File: src/rtl/alu_pkg.sv
// Shared ALU encodings: 4-bit ALU select codes and the 6-bit funct codes that
// control drives onto alu_op. The control unit imports the same package.
package alu_pkg;

   localparam logic [3:0] ALU_AND  = 4'b0000;
   localparam logic [3:0] ALU_OR   = 4'b0001;
   localparam logic [3:0] ALU_ADD  = 4'b0010;
   localparam logic [3:0] ALU_ADDU = 4'b0011;
   localparam logic [3:0] ALU_SUB  = 4'b0110;
   localparam logic [3:0] ALU_SUBU = 4'b0111;
   localparam logic [3:0] ALU_SLT  = 4'b1010;
   localparam logic [3:0] ALU_SLTU = 4'b1011;
   localparam logic [3:0] ALU_NOR  = 4'b1100;
   localparam logic [3:0] ALU_XOR  = 4'b1101;

   localparam logic [5:0] FUNCT_ADD  = 6'b100000;
   localparam logic [5:0] FUNCT_ADDU = 6'b100001;
   localparam logic [5:0] FUNCT_SUB  = 6'b100010;
   localparam logic [5:0] FUNCT_SUBU = 6'b100011;
   localparam logic [5:0] FUNCT_AND  = 6'b100100;
   localparam logic [5:0] FUNCT_OR   = 6'b100101;
   localparam logic [5:0] FUNCT_XOR  = 6'b100110;
   localparam logic [5:0] FUNCT_NOR  = 6'b100111;
   localparam logic [5:0] FUNCT_SLT  = 6'b101010;
   localparam logic [5:0] FUNCT_SLTU = 6'b101011;

endpackage

File: src/rtl/add32.sv
// Plain WIDTH-bit adder; the carry out is dropped so the sum wraps modulo 2^WIDTH.
module add32 #(
   parameter int WIDTH = 32
) (
   input  logic [WIDTH-1:0] a_i,
   input  logic [WIDTH-1:0] b_i,
   output logic [WIDTH-1:0] sum_o
);

   assign sum_o = a_i + b_i;

endmodule

File: src/rtl/alu_exec_unit.sv
// Execute stage of the single-cycle MIPS CPU: ALU decode, ALU core, PC+4 and
// branch target adders, and a sticky signed-overflow flag.
module alu_exec_unit
   import alu_pkg::*;
#(
   parameter int WIDTH = 32
) (
   input  logic             clk,
   input  logic             reset,
   input  logic [5:0]       alu_op,
   input  logic [WIDTH-1:0] a,
   input  logic [WIDTH-1:0] b,
   input  logic             cin,
   input  logic [WIDTH-1:0] pc,
   input  logic [WIDTH-1:0] imm32,
   output logic [3:0]       alu_ctl,
   output logic [WIDTH-1:0] alu_res,
   output logic             zero,
   output logic             ovf,
   output logic             cout,
   output logic             ovf_sticky,
   output logic [WIDTH-1:0] pc_plus4,
   output logic [WIDTH-1:0] branch_tgt
);

   localparam int MSB = WIDTH - 1;

   logic [WIDTH:0]   sumAdd;
   logic [WIDTH:0]   sumSub;
   logic             ltSigned;
   logic             ltUnsigned;
   logic [WIDTH-1:0] immShifted;
   logic             ovfSticky_d;
   logic             ovfSticky_q;

   // Unknown funct codes fall back to ADD so lw/sw address generation works.
   always_comb begin
      alu_ctl = ALU_ADD;
      case (alu_op)
         FUNCT_ADD:  alu_ctl = ALU_ADD;
         FUNCT_ADDU: alu_ctl = ALU_ADDU;
         FUNCT_SUB:  alu_ctl = ALU_SUB;
         FUNCT_SUBU: alu_ctl = ALU_SUBU;
         FUNCT_AND:  alu_ctl = ALU_AND;
         FUNCT_OR:   alu_ctl = ALU_OR;
         FUNCT_XOR:  alu_ctl = ALU_XOR;
         FUNCT_NOR:  alu_ctl = ALU_NOR;
         FUNCT_SLT:  alu_ctl = ALU_SLT;
         FUNCT_SLTU: alu_ctl = ALU_SLTU;
         default:    alu_ctl = ALU_ADD;
      endcase
   end

   // Subtraction is a + ~b + 1, so cout=1 means no borrow; SLT uses a true
   // signed compare rather than the sign of a-b, which breaks on overflow.
   assign sumAdd     = {1'b0, a} + {1'b0, b} + {{WIDTH{1'b0}}, cin};
   assign sumSub     = {1'b0, a} + {1'b0, ~b} + {{WIDTH{1'b0}}, 1'b1};
   assign ltSigned   = $signed(a) < $signed(b);
   assign ltUnsigned = a < b;

   always_comb begin
      alu_res = '0;
      cout    = 1'b0;
      ovf     = 1'b0;
      case (alu_ctl)
         ALU_ADD: begin
            {cout, alu_res} = sumAdd;
            ovf = (a[MSB] == b[MSB]) && (sumAdd[MSB] != a[MSB]);
         end
         ALU_ADDU: {cout, alu_res} = sumAdd;
         ALU_SUB: begin
            {cout, alu_res} = sumSub;
            ovf = (a[MSB] != b[MSB]) && (sumSub[MSB] != a[MSB]);
         end
         ALU_SUBU: {cout, alu_res} = sumSub;
         ALU_AND:  alu_res = a & b;
         ALU_OR:   alu_res = a | b;
         ALU_XOR:  alu_res = a ^ b;
         ALU_NOR:  alu_res = ~(a | b);
         ALU_SLT:  alu_res = {{(WIDTH-1){1'b0}}, ltSigned};
         ALU_SLTU: alu_res = {{(WIDTH-1){1'b0}}, ltUnsigned};
         default: begin
            alu_res = '0;
            cout    = 1'b0;
            ovf     = 1'b0;
         end
      endcase
   end

   assign zero       = (alu_res == '0);
   assign immShifted = imm32 << 2;

   add32 #(.WIDTH(WIDTH)) pcAdder (
      .a_i   (pc),
      .b_i   (WIDTH'(4)),
      .sum_o (pc_plus4)
   );

   add32 #(.WIDTH(WIDTH)) branchAdder (
      .a_i   (pc_plus4),
      .b_i   (immShifted),
      .sum_o (branch_tgt)
   );

   // Reset takes priority over an overflow seen in the same cycle.
   always_comb begin
      ovfSticky_d = ovfSticky_q | ovf;
      if (reset) begin
         ovfSticky_d = 1'b0;
      end
   end

   always_ff @(posedge clk) begin
      ovfSticky_q <= ovfSticky_d;
   end

   assign ovf_sticky = ovfSticky_q;

endmodule

File: config.mk
export PLATFORM = sky130hd
export DESIGN_NAME = alu_exec_unit
export DESIGN_NICKNAME = d
export VERILOG_FILES = /design/src/rtl/alu_pkg.sv /design/src/rtl/add32.sv /design/src/rtl/alu_exec_unit.sv
export SDC_FILE = /design/constraint.sdc
export NUM_CORES = 1
export LEC_CHECK = 0
export CAP_MARGIN = 20
export CORE_UTILIZATION = 60
export CTS_CLUSTER_SIZE = 12
export DETAILED_ROUTE_END_ITERATION = 12
export DONT_BUFFER_PORTS = 1
export MAX_ROUTING_LAYER = met4
export PLACE_DENSITY_LB_ADDON = 0.25
export REMOVE_ABC_BUFFERS = 1
export SETUP_SLACK_MARGIN = 0.02
export SYNTH_ARGS = -nofsm -noshare
export SYNTH_HDL_FRONTEND = slang
export SYNTH_SLANG_ARGS = --single-unit
File: constraint.sdc
create_clock -name clk -period 4.8 [get_ports clk]
set_input_delay 0.48 -clock clk [delete_from_list [all_inputs] [get_ports clk]]
set_output_delay 0.48 -clock clk [all_outputs]
set_load 0.01 [all_outputs]
== After elaboration in Yosys (flattened, before gate mapping) ==
Cells that the tools add are included.

* Output and inout port bits: 104
* Bits of input ports: 137
* Register bits after elaboration: 1

* Bitwise logic cells: 6
* Add/sub/neg operators: 6
* Mux-type cells: 4
* Order comparisons: 2
* Equality and inequality tests: 22
* Reductions and logical operators: 6

{| class="wikitable"
|+ Operators by type and width
! kind !! count
|-
| case mux 32 bit (8 select lines) || 1
|-
| adder 32 x 32 -> 33 bit || 2
|-
| less-than comparator 32 bit || 2
|-
| inverter 32 bit || 2
|-
| equality test 6 bit (second input constant) || 9
|-
| case mux 4 bit (9 select lines) || 1
|-
| adder 33 x 1 -> 33 bit || 1
|-
| adder 33 x 1 -> 33 bit (second input constant) || 1
|-
| adder 32 x 3 -> 32 bit (second input constant) || 1
|-
| adder 32 bit || 1
|-
| AND 32 bit || 1
|-
| logical NOT 32 bit || 1
|-
| OR 32 bit || 1
|-
| bitwise XOR 32 bit || 1
|-
| equality test 4 bit (second input constant) || 4
|-
| equality test 4 x 2 -> 1 bit (second input constant) || 2
|-
| equality test 4 x 3 -> 1 bit (second input constant) || 2
|-
| equality test 4 x 1 -> 1 bit (second input constant) || 1
|-
| logical NOT 4 bit || 1
|-
| case mux 1 bit (2 select lines) || 2
|-
| OR reduction 2 bit || 2
|-
| inequality test 1 bit || 3
|-
| logical AND 1 bit || 2
|-
| equality test 1 bit || 1
|-
| OR 1 bit || 1
|}

== Logic depth before layout (Yosys ltp) ==
* Depth after elaboration: 7
* Gate-level depth with buffers: 19
* Depth with buffers taken out: 19

== Hierarchy ==
A second synthesis with hierarchy kept.

* Cell total of the unflattened synthesis: 1,528
* Area, all modules: 10,017.1 µm²

{| class="wikitable"
|+ By module, submodules not included
! module !! cells each !! seq. area each (µm²) !! instances !! area each (µm²)
|-
| alu_exec_unit || 1,012 || 20.0 || 1 || 6,384.9
|-
| add32 (branchAdder) || 275 || 0.0 || 1 || 1,888.1
|-
| add32 (pcAdder) || 241 || 0.0 || 1 || 1,744.2
|}

== Worst setup path before layout ==
No wires, ideal clock.

* Path type: input-to-output
* Start point: in pc[5]
* End point: out branch_tgt[31]
* Path buffers: 0
* Setup slack: 413 ps
* Arrival: 3,907 ps
* Stages on the path: 17
* Cell sequence: and3_1 and2_1 and3_1 nand3_1 xnor2_1 ha_1 o21ai_0 nand2b_1 and3_1 a22oi_1 o21ai_0 a221oi_1 o21ai_0 a21o_1 a211oi_1 a21oi_1 xnor2_1

* Longest elaborated chain between the ends: 2

{| class="wikitable"
|+ Ends and longest elaborated chain
! element !! RTL line !! RTL
|-
| start: declaration || alu_exec_unit.sv:14 || <nowiki>input logic [WIDTH-1:0] pc,</nowiki>
|-
| adder 32 x 3 -> 32 bit || add32.sv:10 || <nowiki>assign sum_o = a_i + b_i;</nowiki>
|-
| named net pc_plus4[13] || alu_exec_unit.sv:22 || <nowiki>output logic [WIDTH-1:0] pc_plus4,</nowiki>
|-
| adder 32 bit || add32.sv:10 ||
|-
| end: declaration || alu_exec_unit.sv:23 || <nowiki>output logic [WIDTH-1:0] branch_tgt</nowiki>
|}

The timed path passes the listed nets, and every way through them passes these cells.

== Worst setup path after layout ==
* Start point: in b[4]
* End point: out zero

* Longest elaborated chain between the ends: 5
* Elaborated cells on any way between the ends: 13
* Those cells by class: 4 x add/sub; 2 x order compare; 1 x mux; 5 x bitwise; 1 x reduce/logical

{| class="wikitable"
|+ Ends and longest elaborated chain
! element !! RTL line !! RTL
|-
| start: declaration || alu_exec_unit.sv:12 || <nowiki>input logic [WIDTH-1:0] b,</nowiki>
|-
| inverter 32 bit || alu_exec_unit.sv:57 || <nowiki>assign sumSub = {1'b0, a} + {1'b0, ~b} + {{WIDTH{1'b0}}, 1'b1};</nowiki>
|-
| adder 32 x 32 -> 33 bit || alu_exec_unit.sv:57 ||
|-
| adder 33 x 1 -> 33 bit || alu_exec_unit.sv:57 ||
|-
| case mux 32 bit (8 select lines) * || alu_exec_unit.sv:65 || <nowiki>case (alu_ctl)</nowiki>
|-
| named net alu_res[30] || alu_exec_unit.sv:17 || <nowiki>output logic [WIDTH-1:0] alu_res,</nowiki>
|-
| logical NOT 32 bit * || alu_exec_unit.sv:90 || <nowiki>assign zero = (alu_res == '0);</nowiki>
|-
| end: declaration || alu_exec_unit.sv:18 || <nowiki>output logic zero,</nowiki>
|}

Mark *: on every way through the listed nets, which the timed path passes. The rest lies on a longest branch.

==> summary.md <==
| Metric | Value |
|---|---|
| Outcome | completed |
| Max FFs per register | 1 |
| Die area | between 10000 and 15000 um^2 |
| Buffer count from post-CTS setup fixing | 0 |
| Final Skew | 0 ns |
| Total GRT Usage | 34.7% |
| Leak | 3.71 nW |
| Cell area after layout | 8380 um^2 |
| Flop pwr share | 1.0% |
| P_sw | ~0.68 mW |
| Crit-path max cell delay | 0.49 ns |
| Dpl cells | 1355 |
| First-pass GRT wire length | 40200 um |
| Clock power share | 0% |
| Via Count | 9112 |
| Largest net degree at the start of global routing | 88 |
| Setup violators final | 0 |
| Gate power share | 99.0% |
| Post-Synthesis Cells | around 1200 |
| I/O pins | 241 |
| Worst slew pin tran | 0.654 ns |
| Top_reg_cell synth | dfxtp_1 |
| Total power | between 1 and 1.5 mW |
| Share of cells above drive strength 1 | 7.86% |
| Routed WL | 24600 um |
| Met2 Routed Length | 11300 um |
| ANT nets after route | 0 |
| Crit share post-route | about 97% |
| Post_cts resized | 0 |
| Critical Path AT | between 4 and 5 ns |
| Storage element area | 20.0 um^2 |
| Mean post-synth cell area | 6.70 um^2 |
| WL met3 | 2550 um |
| # fillers | 1191 |
| DRC | 0 |
| Post-DP HPWL | 19300 um |
| Largest delay share family, worst path | compound AO/OA/AOI/OAI gates |
| Core Util, Final | 65.3% |
| Synth warn | 0 |
| Library cells used by synthesis | 94 |
| PwrDens | 135 nW/um^2 |
| Footprint of the multi-input gates | 7410 um^2 |
| Post-Syn Area | 8050 um^2 |
| Syn-to-layout area delta | 4.07% |
| Initial antenna violation count | 0 |
| Critical-path cell list | inv_1 -> ha_1 -> nand3_1 -> o2111ai_1 -> a31oi_2 -> o211ai_1 -> nand2_1 -> o41ai_4 -> a211oi_2 -> a221o_1 -> o21ai_0 -> o21ai_0 -> nor3_2 |
| WP buf/inv | 1 |
| CP max FO | 10 |
| Via density | 6.72 |
| Num rows | 41 |
| Most used cell, CP | o21ai_0 |
| Post-synthesis sequential area ratio | less than 1% |
| Leading area contributor after synthesis | ha_1 |
| Top cell type's share of synthesized area | 21.1% |
| Max-Cap Viols | 0 |
| Setup crit end kind | output pin |
| Switching share of power | roughly three fifths |
| Met1 wire length | ~10000 um |
| Setup crit start kind | input pin |
| Post-route minimum period | about 4.6 ns |
| Worst-path clk slew | 0 ns |
| Async S/R FF share, synth | 0% |
| Nets | 1462 |
| Worst skew pair latency | 0 ns |
| DR top layer | met4 |
| Max-slew violation count | 0 |
| Die height | 118 um |
| Placeable Area | between 10000 and 15000 um^2 |
| Cts hold-fix bufs | 0 |
| Setup tns final | 0 ns |
| Post-DP Area | about 8300 um^2 |
| DRT Pass-1 Iters | 5 |
| Post-DR wirelength/cell | 18.2 um |
| Peak Freq | 215 MHz |
| Worst vdd ir | 0.0000835 V |
| Slew headroom | 56.0% |
| P_int | 0.448 mW |
| Post-Layout Cell Count | roughly 1400 |
| Final worst slack | between 0.15 and 0.2 ns |
| Main area contributors after synthesis | ha_1, a21oi_1, xnor2_1 |
| Worst slack at placement | ~0.079 ns |
| Initial DRC count | ~790 |
| Number of synthesized flops with an enable pin | 0 |
| Hold WS | approximately 0.54 ns |
| Global placement routability congestion | 1.00 |
| Critical path type | in2out |
| Worst Path Required | 4.32 ns |
| Initial core utilization | 62.8% |
| Number of diodes | 0 |
| Final hold vios | 0 |
| FF+latch count, synth | 1 |
| Worst path slowest cell | o41ai_4 |
| Worst hold-check path type | reg2reg |
| Number of global-route vias before repair | 8525 |
| Grt total ovfl | 0 |
| Die X | 118 um |
| Port Buffers | 0 |
==> per-layer routing <==
layer | GRT usage [%] | vias up
met2 | 56.8 | 472
met1 | 44.0 | 4186
met5 | - | -
met3 | 4.89 | 71
li1 | - | 4383
met4 | 10.3 | 0
==> synth_stat cells, drive strengths merged, types with 17 or more instances <==
| cell type | count |
|---|---|
| a21o | 22 |
| buf | 26 |
| a211oi | 25 |
| nand3 | 31 |
| nor3 | 32 |
| ha | 136 |
| clkbuf | 37 |
| xnor2 | 52 |
| o21ai | 82 |
| o211ai | 27 |
| nor2 | 98 |
| inv | 104 |
| nand2 | 101 |
| nor2b | 19 |
| a21oi | 105 |
| nand2b | 17 |
| a31oi | 20 |
==> area by class of cell <==
type	instances	area share (%)
flip-flops and latches	1	0.239
inverters	105	4.71
well taps	172	2.57
repair buffers	45	4.03
multi-input cells	1032	88.5
==> path summary, 6_finish.rpt <==
kind                                 start         end  slack (ns)  cells after the start
worst min register to register  ovf_sticky  ovf_sticky        0.54                      1
worst max-delay path                  b[4]        zero        0.15                     13
worst min-delay path            ovf_sticky  ovf_sticky        0.54                      1
worst max register to register  ovf_sticky  ovf_sticky        4.16                      1
==> power groups by stage <==
stage / Combinational (mW) / Sequential [mW] / Clock, mW
finish: 1.12 / 0.0108 / 0
global route: 1.22 / 0.0109 / 0
CTS: 1.08 / 0.0109 / 0
detailed placement: 1.08 / 0.0109 / 0
global placement: 1.06 / 0.0108 / 0
floorplan: 0.819 / 0.0107 / 0
==> placed cells by master (no fill, tap or decap), types with 22 or more instances in the layout <==
| cell type | instances |
|---|---|
| a21o_1 | 22 |
| a21oi_1 | 105 |
| buf_4 | 45 |
| ha_1 | 136 |
| inv_1 | 104 |
| nand2_1 | 101 |
| nand3_1 | 31 |
| nor2_1 | 97 |
| nor3_1 | 31 |
| o211ai_1 | 27 |
| o21ai_0 | 75 |
| xnor2_1 | 52 |
==> logic make-up after synthesis <==
group	Yosys count	share of synthesized area [%]
AOI/OAI and AO/OA	433	37.2
xor gates and xnor gates	63	6.86
adders and majority gates	140	22.1
buffers and inverters	168	8.33
DFF	1	0.249
muxes	13	1.66
and+or+nand+nor	383	23.5
(Power assumes the default switching activity.)
